--- config.mk ---
export PLATFORM = sky130hd
export DESIGN_NAME = tensor_dot_accumulator
export DESIGN_NICKNAME = d
export VERILOG_FILES = /design/src/rtl/tensor_pkg.sv /design/src/rtl/tensor_acc_result_reg.sv /design/src/rtl/tensor_dot_accumulator.sv
export SDC_FILE = /design/constraint.sdc
export NUM_CORES = 1
export LEC_CHECK = 0
export CAP_MARGIN = 15
export CORE_AREA = 2 2 144 146
export CTS_BUF_LIST = sky130_fd_sc_hd__clkbuf_16
export DETAILED_ROUTE_END_ITERATION = 8
export DIE_AREA = 0 0 146 148
export PLACE_DENSITY_LB_ADDON = 0.08
export SYNTH_ARGS = -nofsm -noshare
export SYNTH_HDL_FRONTEND = slang
export SYNTH_SLANG_ARGS = --single-unit
--- constraint.sdc ---
create_clock -name clk -period 10.5 [get_ports clk]
set_clock_uncertainty 0.1 [all_clocks]
set_input_delay 1.05 -clock clk [delete_from_list [all_inputs] [get_ports clk]]
set_output_delay 1.05 -clock clk [all_outputs]
set_load 0.01 [all_outputs]
--- src/rtl/tensor_pkg.sv ---
// Shared widths, defaults and result record for the SM tensor accumulate stage.
package tensor_pkg;

    localparam int LEN_DEFAULT   = 32;
    localparam int GUARD_DEFAULT = 8;
    localparam int MAX_K_DEFAULT = 256;

    function automatic int acc_width(input int len, input int guard);
        return 2 * len + guard;
    endfunction

    function automatic int cnt_width(input int max_k);
        return $clog2(max_k + 1);
    endfunction

    localparam int ACC_W_DEFAULT = acc_width(LEN_DEFAULT, GUARD_DEFAULT);
    localparam int CNT_W_DEFAULT = cnt_width(MAX_K_DEFAULT);

    // Result record at the default configuration; other configurations
    // declare the same layout with their own widths.
    typedef struct packed {
        logic [ACC_W_DEFAULT-1:0] sum;
        logic [CNT_W_DEFAULT-1:0] count;
        logic                     overflow;
    } result_t;

endpackage

--- src/rtl/tensor_acc_result_reg.sv ---
// Output hold register: holds one dot-product result under valid/ready and
// can be reloaded in the same cycle it is drained.
module tensor_acc_result_reg
    import tensor_pkg::*;
#(
    parameter type rec_t = tensor_pkg::result_t
) (
    input  logic clk,
    input  logic rst_n,
    input  logic load,
    input  rec_t load_result,
    input  logic drain,
    output logic valid,
    output rec_t result,
    output logic ready
);

    // Space is available when nothing is held or the held result leaves now.
    assign ready = !valid || drain;

    // NOTE: state updates use non-blocking assignments so every register
    // samples pre-edge values; the async reset clears both flag and payload
    // so a reset never exposes a stale result.
    always_ff @(posedge clk or negedge rst_n) begin
        if (!rst_n) begin
            valid  <= 1'b0;
            result <= '0;
        end else if (load) begin
            valid  <= 1'b1;
            result <= load_result;
        end else if (valid && drain) begin
            valid  <= 1'b0;
        end
    end

endmodule

--- src/rtl/tensor_dot_accumulator.sv ---
// Accumulates a stream of unsigned products into dot-product sums and hands
// each finished sum to a held output register.
module tensor_dot_accumulator
    import tensor_pkg::*;
#(
    parameter  int LEN   = LEN_DEFAULT,
    parameter  int GUARD = GUARD_DEFAULT,
    parameter  int MAX_K = MAX_K_DEFAULT,
    localparam int ACC_W = acc_width(LEN, GUARD),
    localparam int CNT_W = cnt_width(MAX_K)
) (
    input  logic             clk,
    input  logic             rst_n,
    input  logic             in_valid,
    output logic             in_ready,
    input  logic [2*LEN-1:0] in_product,
    input  logic             in_last,
    input  logic             init_en,
    input  logic [ACC_W-1:0] acc_init,
    input  logic             flush,
    output logic             out_valid,
    input  logic             out_ready,
    output logic [ACC_W-1:0] out_sum,
    output logic [CNT_W-1:0] out_count,
    output logic             out_overflow
);

    typedef struct packed {
        logic [ACC_W-1:0] sum;
        logic [CNT_W-1:0] count;
        logic             overflow;
    } acc_result_t;

    logic [ACC_W-1:0] acc;
    logic [CNT_W-1:0] cnt;
    logic             ovf_acc;

    logic             res_ready;
    logic             accept;
    logic             first_beat;
    logic             last_slot;
    logic             terminate;
    logic [ACC_W-1:0] base;
    logic [ACC_W:0]   sum_ext;
    logic             ovf_next;
    logic [CNT_W-1:0] cnt_next;
    acc_result_t      new_result;
    acc_result_t      held_result;

    assign in_ready   = res_ready && !flush;
    assign accept     = in_valid && in_ready;
    assign first_beat = (cnt == '0);
    assign last_slot  = (cnt == CNT_W'(MAX_K - 1));
    assign terminate  = in_last || last_slot;

    // The first beat of a dot product starts from the seed, not the stale sum.
    assign base     = first_beat ? (init_en ? acc_init : '0) : acc;
    assign sum_ext  = {1'b0, base} + (ACC_W + 1)'(in_product);
    assign ovf_next = (ovf_acc && !first_beat) || sum_ext[ACC_W];
    assign cnt_next = cnt + 1'b1;

    always_comb begin
        new_result          = '0;
        new_result.sum      = sum_ext[ACC_W-1:0];
        new_result.count    = cnt_next;
        new_result.overflow = ovf_next || (last_slot && !in_last);
    end

    always_ff @(posedge clk or negedge rst_n) begin
        if (!rst_n) begin
            acc     <= '0;
            cnt     <= '0;
            ovf_acc <= 1'b0;
        end else if (flush || (accept && terminate)) begin
            acc     <= '0;
            cnt     <= '0;
            ovf_acc <= 1'b0;
        end else if (accept) begin
            acc     <= sum_ext[ACC_W-1:0];
            cnt     <= cnt_next;
            ovf_acc <= ovf_next;
        end
    end

    tensor_acc_result_reg #(
        .rec_t(acc_result_t)
    ) u_result_reg (
        .clk        (clk),
        .rst_n      (rst_n),
        .load       (accept && terminate),
        .load_result(new_result),
        .drain      (out_ready),
        .valid      (out_valid),
        .result     (held_result),
        .ready      (res_ready)
    );

    assign out_sum      = held_result.sum;
    assign out_count    = held_result.count;
    assign out_overflow = held_result.overflow;

endmodule

# Word level (Yosys, flattened, before mapping)
# Index checks and enable logic that the tools add are counted.
dict set report totals {
  reg_bits 165
  input_bits 143
  out_inout_bits 84
  elab_cells 38
}
dict set report op_classes {
  n_addsub 2
  eq_ne 1
  n_mux 10
  reduce_logical 18
}
# op n
set op_table {}
lappend op_table {{$mux 72} 4}
lappend op_table {{$add 72x64->73} 1}
lappend op_table {{$mux 9} 2}
lappend op_table {{$add 9x1->9 const B} 1}
lappend op_table {{$eq 9x8->1 const B} 1}
lappend op_table {{$logic_not 9->1} 1}
lappend op_table {{$logic_and 1x1->1} 6}
lappend op_table {{$logic_or 1x1->1} 5}
lappend op_table {{$logic_not 1->1} 4}
lappend op_table {{$mux 1} 4}
lappend op_table {{$reduce_bool 2->1} 2}

# Depth between registers and ports, before layout
# Gate-level depths: netlist of the first run.
dict set report depth {
  depth_word 7
  mapped_depth 22
  depth_no_buf 18
}

# Hierarchy
# A second synthesis of the first run with hierarchy kept.
dict set report unflattened {
  hier_cells 1283
  hier_area_um2 11770.0
}
# mod n_inst cells_per_inst area_per_inst_um2 seq_area_each_um2
set by_module_without_submodules {}
lappend by_module_without_submodules {tensor_dot_accumulator 1 1107 8403.1 2052.0}
lappend by_module_without_submodules {tensor_acc_result_reg 1 176 3367.0 2077.0}

# Worst setup path after synthesis of the first run
# No wires, ideal clock.
dict set report synth_path {
  path_kind {reg-to-reg}
  startpoint {reg cnt[0]}
  endpoint {reg u_result_reg.result[52] (netlist name)}
  setup_ns 0.125
  arrival_ns 4.595
  required_time_ns 10.275
  path_slack_ns 5.680
  stages_incl_launch_ff 23
  path_buffers 4
  synth_period_minus_slack_ns 4.820
  cell_sequence {dfrtp_1 -> inv_1 -> ha_1 -> nor4b_1 -> nand2_1 -> clkbuf_1 -> clkbuf_1 -> clkbuf_1 -> buf_1 -> nand2_1 -> nand2_1 -> ha_1 -> inv_1 -> fa_1 -> nand2b_1 -> a21oi_1 -> o21ai_1 -> a31oi_2 -> a41oi_2 -> o41ai_1 -> a21oi_1 -> xnor2_1 -> mux2_2}
}
dict set report synth_between {
  elab_chain_len 3
  elab_cells_between_ends 6
  cone_classes {add/sub: 1; eq/ne: 1; mux: 1; reduce/logical: 3}
}
# element line
set synth_lines {}
lappend synth_lines {{start, declared} tensor_dot_accumulator.sv:35} ;# logic [CNT_W-1:0] cnt;
lappend synth_lines {{start signal, assigned} tensor_dot_accumulator.sv:80} ;# cnt <= cnt_next;
lappend synth_lines {{$logic_not 9->1 / $eq 9x8->1 (equally long branches)} {tensor_dot_accumulator.sv:52, tensor_dot_accumulator.sv:53}}
lappend synth_lines {{$mux 72 / $logic_or 1x1->1 (equally long branches)} {tensor_dot_accumulator.sv:57, tensor_dot_accumulator.sv:54}}
lappend synth_lines {{$add 72x64->73 / $logic_and 1x1->1 (equally long branches)} {tensor_dot_accumulator.sv:58, tensor_dot_accumulator.sv:90}}
lappend synth_lines {{end signal, assigned} tensor_acc_result_reg.sv:30} ;# result <= load_result;
lappend synth_lines {{end, declared} tensor_acc_result_reg.sv:14} ;# output rec_t result,
# Several ways; a longest one is shown, not always the timed one.
# A chain may end at the register's enable or synchronous reset.

# Worst setup path after layout of the first run
# Same ends and word-level chain as after synthesis.

==> impl_metrics.toml, run 1 <==
[global_route]
antenna_found_initial = 0
grt_first_pass_wirelength_um = 57000
grt_max_degree = 86
grtUsageTotal = 0.326
first_global_vias = 10900
grt_remaining_overflow = 0

[critical_path]
r2r_cells = 19
critPathLaunchType = "flip-flop"
reg2reg_from = "cnt[0]$_DFFE_PN0P_"
cp-end-kind = "flip-flop"
rrSetupSlack_ps = 5070
crit_arrival_ps = 5660
r2r_end = "u_result_reg.result[52]$_DFFE_PN0P_"
critPathMaxFanout = 72
startpoint = "cnt[0]$_DFFE_PN0P_"
path_class = "flip-flop to flip-flop"
worstPathRequired_ps = 10730

[die]
fp.dieArea_um2 = 21600
die_y_um = 148
initial_core_util = 0.562
fp-row-count = 52
ios = 227
fp.dieW_um = 146
core_um2 = 20000

[power_and_ir_drop]
netSwitchingFraction = 0.360
ir_drop_v = 0.000123
seqPwrFrac = 0.359
combPwrFrac = 0.365
pwr-share-clk = 0.276
internal-power_mw = 1.46
p_sw_mw = 0.825
leakage_nw = 6.52
power_density_nw_per_um2 = 161

[sta]
final_hold_viol_count = 0
fin_crit_ps = 5430
whs_ps = 376
maxSlewViolCount = 0
tns_ps = 0
timing.fmax_ghz = 0.184
finalSetupViolCount = 0
rsz0062_at_grt = "no"
fin_crit_sh = 0.517
worstMarginPinSlew_ps = 1010
slew_headroom = 0.325
finalWorstSetupSlack_ps = 5070

[clock_tree]
clock_latency_ps = 440
numClockSinks = 165
h-tree-depth = 4
cts_buffers = 17
cts_root_buf = "clkbuf_16"
cts_setup_buffers = 0
holdBufCountCts = 0
cts_buffer_depth = 2
clk_pin_slew_ps = 70
ctsResizeCount = 0
cts_tree = "done"

[min_path]
hold_path.class = "flip-flop to flip-flop"
hold_start = "u_result_reg.result[13]$_DFFE_PN0P_"
whs_endpoint = "u_result_reg.result[13]$_DFFE_PN0P_"
holdPathStages = 2

[yosys]
synth_compound_area_frac = 0.209
synth_fa_ha_area_frac = 0.0762
synthSimpleGateAreaFrac = 0.229
synthTopCellsByArea = "dfrtp_1 (37%), nand2_1 (11%), ha_1 (7.4%)"
yosysWarnings = 0
ys.flop_type = "dfrtp_1"
syn_nets = 1586
synth_top_family_by_area = "simple AND/OR/NAND/NOR gates"
synth_async_sr_flop_share = 1.00
synth_area_per_cell_um2 = 8.20
synth_top_area_cell = "dfrtp_1"
synthDistinctLibCells = 72
syn-cell-area_um2 = 11300
synthXorXnorAreaFrac = 0.0560
synth_top_area_frac = 0.366
postSynthCellCount = 1375
synth-edff-count = 0
ys_ff_latch = 165
synth-seq-area-share = 0.366
muxShareOfSynthArea = 0.0319

[cells_and_area]
design_area_um2 = 14200
multiInputGateArea_um2 = 6810
stdcell_count = 1834
seqCellArea_um2 = 4130
nFillCells = 1643
diodes = 0
final_nets = 1762
areaGrowthSynthToFinish_pct = 26.5
drive_gt1_frac = 0.0575

[detailed_routing]
detail-route-antenna-nets = 0
detail_route.first_pass.iterations = 5
drtIter0Drc = 942
post-route-drc-count = 0
vias = 11200
viasPerCell = 6.12
wl_per_cell_um = 19.2
routed_wl_um = 35300

[place]
dpl-instance-area_um2 = 13700
dp_cells = 1802
gp_congestion = 0.959
portBuffers = 226
dpl.hpwl_um = 25000
dp_worst_setup_slack_ps = 5200

[run]
drv_cap = 0

[outcome]
outcome = "finished clean"
-- routing by layer --
metal / track usage / share of wire
met1: 0.450 / 0.43
met2: 0.537 / 0.47
met3: 0.0448 / 0.069
met4: 0.101 / 0.023
met5: 0 / 0
-- worst max path at each step --
stage / end / slack, ps
after floorplan: u_result_reg.result[52]$_DFFE_PN0P_ / 5680
after global placement: u_result_reg.result[52]$_DFFE_PN0P_ / 5340
after CTS: u_result_reg.result[52]$_DFFE_PN0P_ / 5160
after global routing: u_result_reg.result[52]$_DFFE_PN0P_ / 4700
after detailed placement: u_result_reg.result[52]$_DFFE_PN0P_ / 5200
final: u_result_reg.result[52]$_DFFE_PN0P_ / 5070
-- sequential cells by signal, summed over array words and instances, names as in the netlist --
signal,flops
u_result_reg.valid,1
ovf_acc,1
acc,72
u_result_reg.result,82
cnt,9
-- Yosys cell counts (2+ instances only) --
master / n
a41oi_1: 3
nand3b_1: 4
nand2_1: 337
clkbuf_1: 58
dfrtp_1: 165
a31oi_1: 9
o21bai_1: 11
and2_1: 7
xor2_1: 27
a221o_1: 2
o211ai_1: 7
mux2_2: 27
buf_1: 11
a21o_1: 23
o21ai_1: 4
a22oi_1: 5
nand2b_1: 7
a22o_1: 64
nand4_1: 21
nor2_1: 66
xnor2_1: 45
nor4_1: 4
buf_2: 7
o21ai_0: 86
nor3_1: 22
ha_1: 67
mux2i_1: 4
a311oi_1: 2
inv_1: 18
nor2b_1: 3
a21boi_0: 5
o2111ai_1: 2
o41ai_1: 2
o31ai_1: 5
a221oi_1: 2
or3_1: 5
and3_1: 19
or2_2: 3
nor3b_1: 3
nand3_1: 85
o21a_1: 5
a211oi_1: 7
a21oi_1: 87
-- power groups by stage --
stage / clock network, mW / registers [mW] / logic, mW
2_1_floorplan: 0 / 0.854 / 0.412
3_3_place_gp: 0 / 0.829 / 0.814
3_5_place_dp: 0 / 0.828 / 0.826
4_1_cts: 0.634 / 0.820 / 0.832
5_1_grt: 0.659 / 0.833 / 0.906
6_report: 0.632 / 0.822 / 0.836
-- kinds of logic (layout without fill, tap and decap cells) --
logic type / count (synthesis) / after routing
AOI/OAI and AO/OA: 352 / 352
xor gates and xnor gates: 72 / 72
adders and majority gates: 68 / 68
buffers and inverters: 95 / 284
DFF: 165 / 165
muxes: 32 / 32
and+or+nand+nor: 591 / 591
-- stage by stage --
step                power [mW]  utilization
global placement          1.64        0.682
finish                    2.29        0.711
global route              2.40        0.711
floorplan                 1.27            -
detailed placement        1.65        0.682
CTS                       2.29        0.711
-- area by class of cell --
cell class                 count  area share
multi-input combinational   1115       0.478
sequential                   165       0.290
timing repair buffer         234       0.163
clock buffer                  17      0.0299
tap                          270      0.0237
clock inverter                15      0.0115
inverter                      18     0.00474
-- placed cells by master, fill, tap and decap left out, types with 8 or more instances in the layout --
cell             synthesis  final
inv_1                   18     18
nor3_1                  22     21
a22o_1                  64     64
clkdlybuf4s50_1          0    224
a21o_1                  23     23
a21oi_1                 87     87
nand2_1                337    336
xor2_1                  27     27
buf_4                    0      8
dfrtp_1                165    165
xnor2_1                 45     45
clkbuf_16                0     17
and3_1                  19     19
o21bai_1                11     11
nand4_1                 21     21
a31oi_1                  9      9
mux2_2                  27     27
ha_1                    67     67
nand3_1                 85     85
o21ai_0                 86     86
nor2_1                  66     64
-- critical path, cell delays in order, from the launching register on --
cell and delay (ps):
dfrtp_1 430, inv_1 80, ha_1 140, nor4b_1 380, and2_2 210, buf_4 610
nand3_1 140, nand2_1 100, ha_1 200, inv_1 70, fa_1 380, nand2b_1 170
a21oi_1 200, o21ai_1 140, a31oi_2 290, a41oi_2 330, o41ai_1 640, a21oi_1 200
xnor2_1 170, mux2_2 270
Note: power is estimated with default switching activity, not from simulation.
==> inputs of run 2 (changes only) <==
- CORE_AREA: 2 2 144 146 -> 2 2 157 159
- DIE_AREA: 0 0 146 148 -> 0 0 159 161
- clock period: 10.5 -> 4.4 ns (I/O delays scaled with it)
==> run 2 against run 1 <==
Net effect: global-route usage is 3.4 points lower; the flow now finishes with violations (hold timing); power grew 150%; final area increased by 7.9%; sequential power is 140% higher.
==> impl_metrics.toml, run 2 (synthesized netlist as in run 1, its figures left out) <==
[sta]
finalSetupViolCount = 0
rsz0062_at_grt = "yes"
slew_headroom = 0.392
maxSlewViolCount = 0
timing.fmax_ghz = 0.234
finalWorstSetupSlack_ps = 125
worstMarginPinSlew_ps = 911
whs_ps = -25.3
final_hold_viol_count = 13
fin_crit_ps = 4280
fin_crit_sh = 0.972

[cells_and_area]
layout_common_cells = "nand2_1 (336), clkdlybuf4s50_1 (224), dfrtp_1 (165)"
largestRegisters = "u_result_reg.result: 82 flops, acc: 72 flops, cnt: 9 flops"
largest_reg_flops = 82
top_register = "u_result_reg.result"
seqCellArea_um2 = 4130
drive_gt1_frac = 0.135
nFillCells = 2175
stdcell_count = 2008
areaGrowthSynthToFinish_pct = 36.5
multiInputGateArea_um2 = 6930
final_nets = 1882
layout_commonest_cell = "nand2_1"
diodes = 0

[global_route]
grt_first_pass_wirelength_um = 60100
grt_remaining_overflow = 0
met3_usage = 0.0426
antenna_found_initial = 0
grt_max_degree = 98
grt_util_met1 = 0.400
grt.busiest_layer = "met2"
grtUsageTotal = 0.292
use_met2 = 0.479
first_global_vias = 11300

[clock_tree]
numClockSinks = 165
clk_pin_slew_ps = 80
holdBufCountCts = 0
cts_buffer_depth = 2
cts_tree = "done"
cts_root_buf = "clkbuf_16"
cts_buffers = 17
clock_latency_ps = 440
h-tree-depth = 4

[detailed_routing]
vias = 11300
viasPerCell = 5.63
post-route-drc-count = 0
drtIter0Drc = 716
detail_route.first_pass.iterations = 5
wl_per_cell_um = 18.7
detail-route-antenna-nets = 0
routed_wl_um = 37500

[critical_path]
cp-end-kind = "flip-flop"
critPathLaunchType = "flip-flop"
critPathMaxFanout = 23
path_class = "flip-flop to flip-flop"
worstPathRequired_ps = 4630
crit_arrival_ps = 4500

[die]
fp-row-count = 57
die_y_um = 161
ios = 227
initial_core_util = 0.470
core_um2 = 24000
fp.dieW_um = 159
fp.dieArea_um2 = 25600

[place]
gp_congestion = 0.984
dp_worst_setup_slack_ps = -103
portBuffers = 226
dp_cells = 1975
dpl.hpwl_um = 28400

[run]
drv_cap = 0

[min_path]
hold_path.class = "primary input to async pin"

[power_and_ir_drop]
ir_drop_v = 0.000214
leakage_nw = 7.18
power_density_nw_per_um2 = 368
total_power_mw = 5.66

[outcome]
violations = "hold timing"
outcome = "finished with violations"
-- run 2: stage by stage --
step | hold WS (ps) | utilization | instance area [µm²] | setup TNS (ps)
floorplan | 44.4 | - | 11300 | 0
global placement | 358 | 0.612 | 14700 | -365
detailed placement | 361 | 0.612 | 14700 | -677
CTS | 23.7 | 0.637 | 15300 | 0
global route | 46.7 | 0.642 | 15400 | -205
finish | -25.3 | 0.642 | 15400 | 0
-- run 2: path summary, 6_finish.rpt --
path | startpoint | to | slack (ps) | depth (start not counted)
min reg2reg | u_result_reg.result[30]$_DFFE_PN0P_ | u_result_reg.result[30]$_DFFE_PN0P_ | 370 | 2
min | rst_n | u_result_reg.result[30]$_DFFE_PN0P_ | -30 | 1
max | cnt[3]$_DFFE_PN0P_ | u_result_reg.result[67]$_DFFE_PN0P_ | 120 | 18
max in group asynchronous | rst_n | u_result_reg.result[57]$_DFFE_PN0P_ | 3140 | 2
max reg2reg | cnt[3]$_DFFE_PN0P_ | u_result_reg.result[67]$_DFFE_PN0P_ | 120 | 18
min in group clk | u_result_reg.result[30]$_DFFE_PN0P_ | u_result_reg.result[30]$_DFFE_PN0P_ | 370 | 2
-- run 2: power breakdown --
group	switching [mW]	internal (mW)
Sequential	0.160	1.78
Combinational	1.10	1.10
Clock	0.760	0.760
-- run 2: metal layers --
metal / wire length, µm / vias up
met1: 16900 / 5372
met4: 944 / 0
met3: 2070 / 56
met2: 17600 / 398
li1: - / 5489
met5: 0 / -
-- run 2: critical path, stage by stage (launching register included) --
cell and delay, ps:
dfrtp_1 400, nor4_2 350, buf_4 190, and2_4 170, buf_8 190, buf_12 140
nand3_1 70, nand2_1 100, ha_1 280, a21oi_1 190, o21ai_0 130, buf_4 160
a211o_1 260, a22oi_1 210, a22oi_1 160, a311o_1 410, a31oi_1 240, xnor2_1 120
mux2_4 270
-- run 2: cell type report --
| class | count | area share |
|---|---|---|
| multi-input cells | 1115 | 0.450 |
| clock buffers | 17 | 0.0277 |
| clock inverters | 15 | 0.0103 |
| repair buffers | 354 | 0.212 |
| flip-flops and latches | 165 | 0.268 |
| inverters | 18 | 0.00439 |
| well taps | 324 | 0.0264 |
-- run 2: timing repair --
item | CTS | global route
setup endpoints to repair | 17 | 59
hold endpoints to repair | 0 | 0
setup buffers | 1 | 0
pin swaps | 1 | 2
gates resized for setup | 2 | 26
==> inputs of run 3 (changes only) <==
- CORE_AREA: 2 2 157 159 -> 2 2 149 151
- DIE_AREA: 0 0 159 161 -> 0 0 151 153
- clock period: 4.4 -> 4.7 ns (I/O delays scaled with it)
==> run 3 against run 2 <==
Net effect: combinational power shrank 10%; the run still ends with hold timing left; non-clock buffer count is 53 lower; power is 8.5% lower.
==> impl_metrics.toml, run 3 (synthesized netlist as in run 1, its figures left out) <==
[cells_and_area]
top_register = "u_result_reg.result"
largestRegisters = "u_result_reg.result: 82 flops, acc: 72 flops, cnt: 9 flops"
drive_gt1_frac = 0.104
areaGrowthSynthToFinish_pct = 32.1
final_nets = 1829
nFillCells = 1751
layout_commonest_cell = "nand2_1"
layout_common_cells = "nand2_1 (335), clkdlybuf4s50_1 (224), dfrtp_1 (165)"
largest_reg_flops = 82

[sta]
finalWorstSetupSlack_ps = 128
fin_crit_ps = 4570
final_hold_viol_count = 13
slew_headroom = 0.405
finalSetupViolCount = 0
maxSlewViolCount = 0
whs_ps = -24.6
worstMarginPinSlew_ps = 890
timing.fmax_ghz = 0.219
rsz0062_at_grt = "yes"
fin_crit_sh = 0.973

[global_route]
grt_remaining_overflow = 0
first_global_vias = 11100
antenna_found_initial = 1
grtUsageTotal = 0.316
grt_max_degree = 83
grt_first_pass_wirelength_um = 58100

[die]
fp-row-count = 54
die_y_um = 153
fp.dieW_um = 151
initial_core_util = 0.524
core_um2 = 21500
ios = 227
fp.dieArea_um2 = 23100

[detailed_routing]
routed_wl_um = 36100
viasPerCell = 5.89
wl_per_cell_um = 18.9
post-route-drc-count = 0
detail-route-antenna-nets = 0
drtIter0Drc = 643
vias = 11300
detail_route.first_pass.iterations = 8

[min_path]
hold_path.class = "primary input to async pin"

[outcome]
outcome = "finished with violations"
violations = "hold timing"

[clock_tree]
holdBufCountCts = 0
clk_pin_slew_ps = 80
cts_buffer_depth = 2
cts_buffers = 17
cts_tree = "done"
numClockSinks = 165
clock_latency_ps = 440
h-tree-depth = 4
cts_root_buf = "clkbuf_16"

[power_and_ir_drop]
leakage_nw = 6.88
ir_drop_v = 0.000247
power_density_nw_per_um2 = 348

[run]
drv_cap = 0

[place]
gp_congestion = 0.933
portBuffers = 226
dp_worst_setup_slack_ps = 27.0
dpl.hpwl_um = 27100

[critical_path]
critPathLaunchType = "flip-flop"
cp-end-kind = "flip-flop"
critPathMaxFanout = 31
path_class = "flip-flop to flip-flop"
worstPathRequired_ps = 4910
crit_arrival_ps = 4790
[run 3: power by group]
group | internal (mW) | switching (mW) | total, mW
Sequential | 1.67 | 0.144 | 1.81
Combinational | 0.972 | 1.01 | 1.98
Clock | 0.703 | 0.686 | 1.39
[run 3: metal layers]
layer	part of all wire	global-route usage	up-vias
met4	0.031	0.117	0
met2	0.47	0.511	437
met5	0	0	-
met1	0.44	0.426	5369
met3	0.067	0.0507	71
li1	-	-	5387
[run 3: what timing repair did]
item	in CTS	in global routing
setup endpoints to repair	2	58
pin swaps	0	3
resized for setup	2	21
setup buffers	0	4
[run 3: path summary, 6_finish.rpt]
| check | endpoint | depth (start not counted) | startpoint | slack [ps] |
|---|---|---|---|---|
| max in group asynchronous | acc[3]$_DFFE_PN0P_ | 2 | rst_n | 3400 |
| min reg2reg | u_result_reg.result[20]$_DFFE_PN0P_ | 2 | u_result_reg.result[20]$_DFFE_PN0P_ | 370 |
| max | u_result_reg.result[52]$_DFFE_PN0P_ | 18 | cnt[1]$_DFFE_PN0P_ | 130 |
| min in group clk | u_result_reg.result[20]$_DFFE_PN0P_ | 2 | u_result_reg.result[20]$_DFFE_PN0P_ | 370 |
| max reg2reg | u_result_reg.result[52]$_DFFE_PN0P_ | 18 | cnt[1]$_DFFE_PN0P_ | 130 |
| min | u_result_reg.result[30]$_DFFE_PN0P_ | 1 | rst_n | -20 |
[run 3: layout make-up]
type	count	area (µm²)	area share
timing repair buffer	301	2850	0.192
sequential	165	4130	0.277
clock inverter	15	145	0.00975
tap	280	350	0.0235
clock buffer	17	425	0.0286
antenna	1	2.50	0.000168
inverter	18	67.6	0.00454
multi-input combinational	1115	6910	0.464
[run 3: critical path: stages, from the launching register on]
cell	delay [ps]
dfrtp_1	400
inv_1	60
ha_1	180
nor4b_2	160
buf_4	150
and2_2	200
buf_4	160
buf_12	160
nand3_1	110
nand2_1	60
ha_1	410
nand4_1	230
nor3_1	510
a41oi_4	240
buf_4	210
o41ai_2	500
a21oi_1	160
xnor2_1	160
mux2_2	270
[run 3: through the flow]
stage                     instance area, µm²  utilization  TNS (ps)  instances  total power, mW
after global placement                 14200        0.660         0       1875             3.75
after detailed placement               14200        0.660         0       1875             3.77
final                                  14900        0.693         0       1912             5.18
after CTS                              14800        0.687         0       1907             5.17
after global routing                   14900        0.693     -55.6       1911             5.45
after floorplan                        11300            -         0       1375             2.83
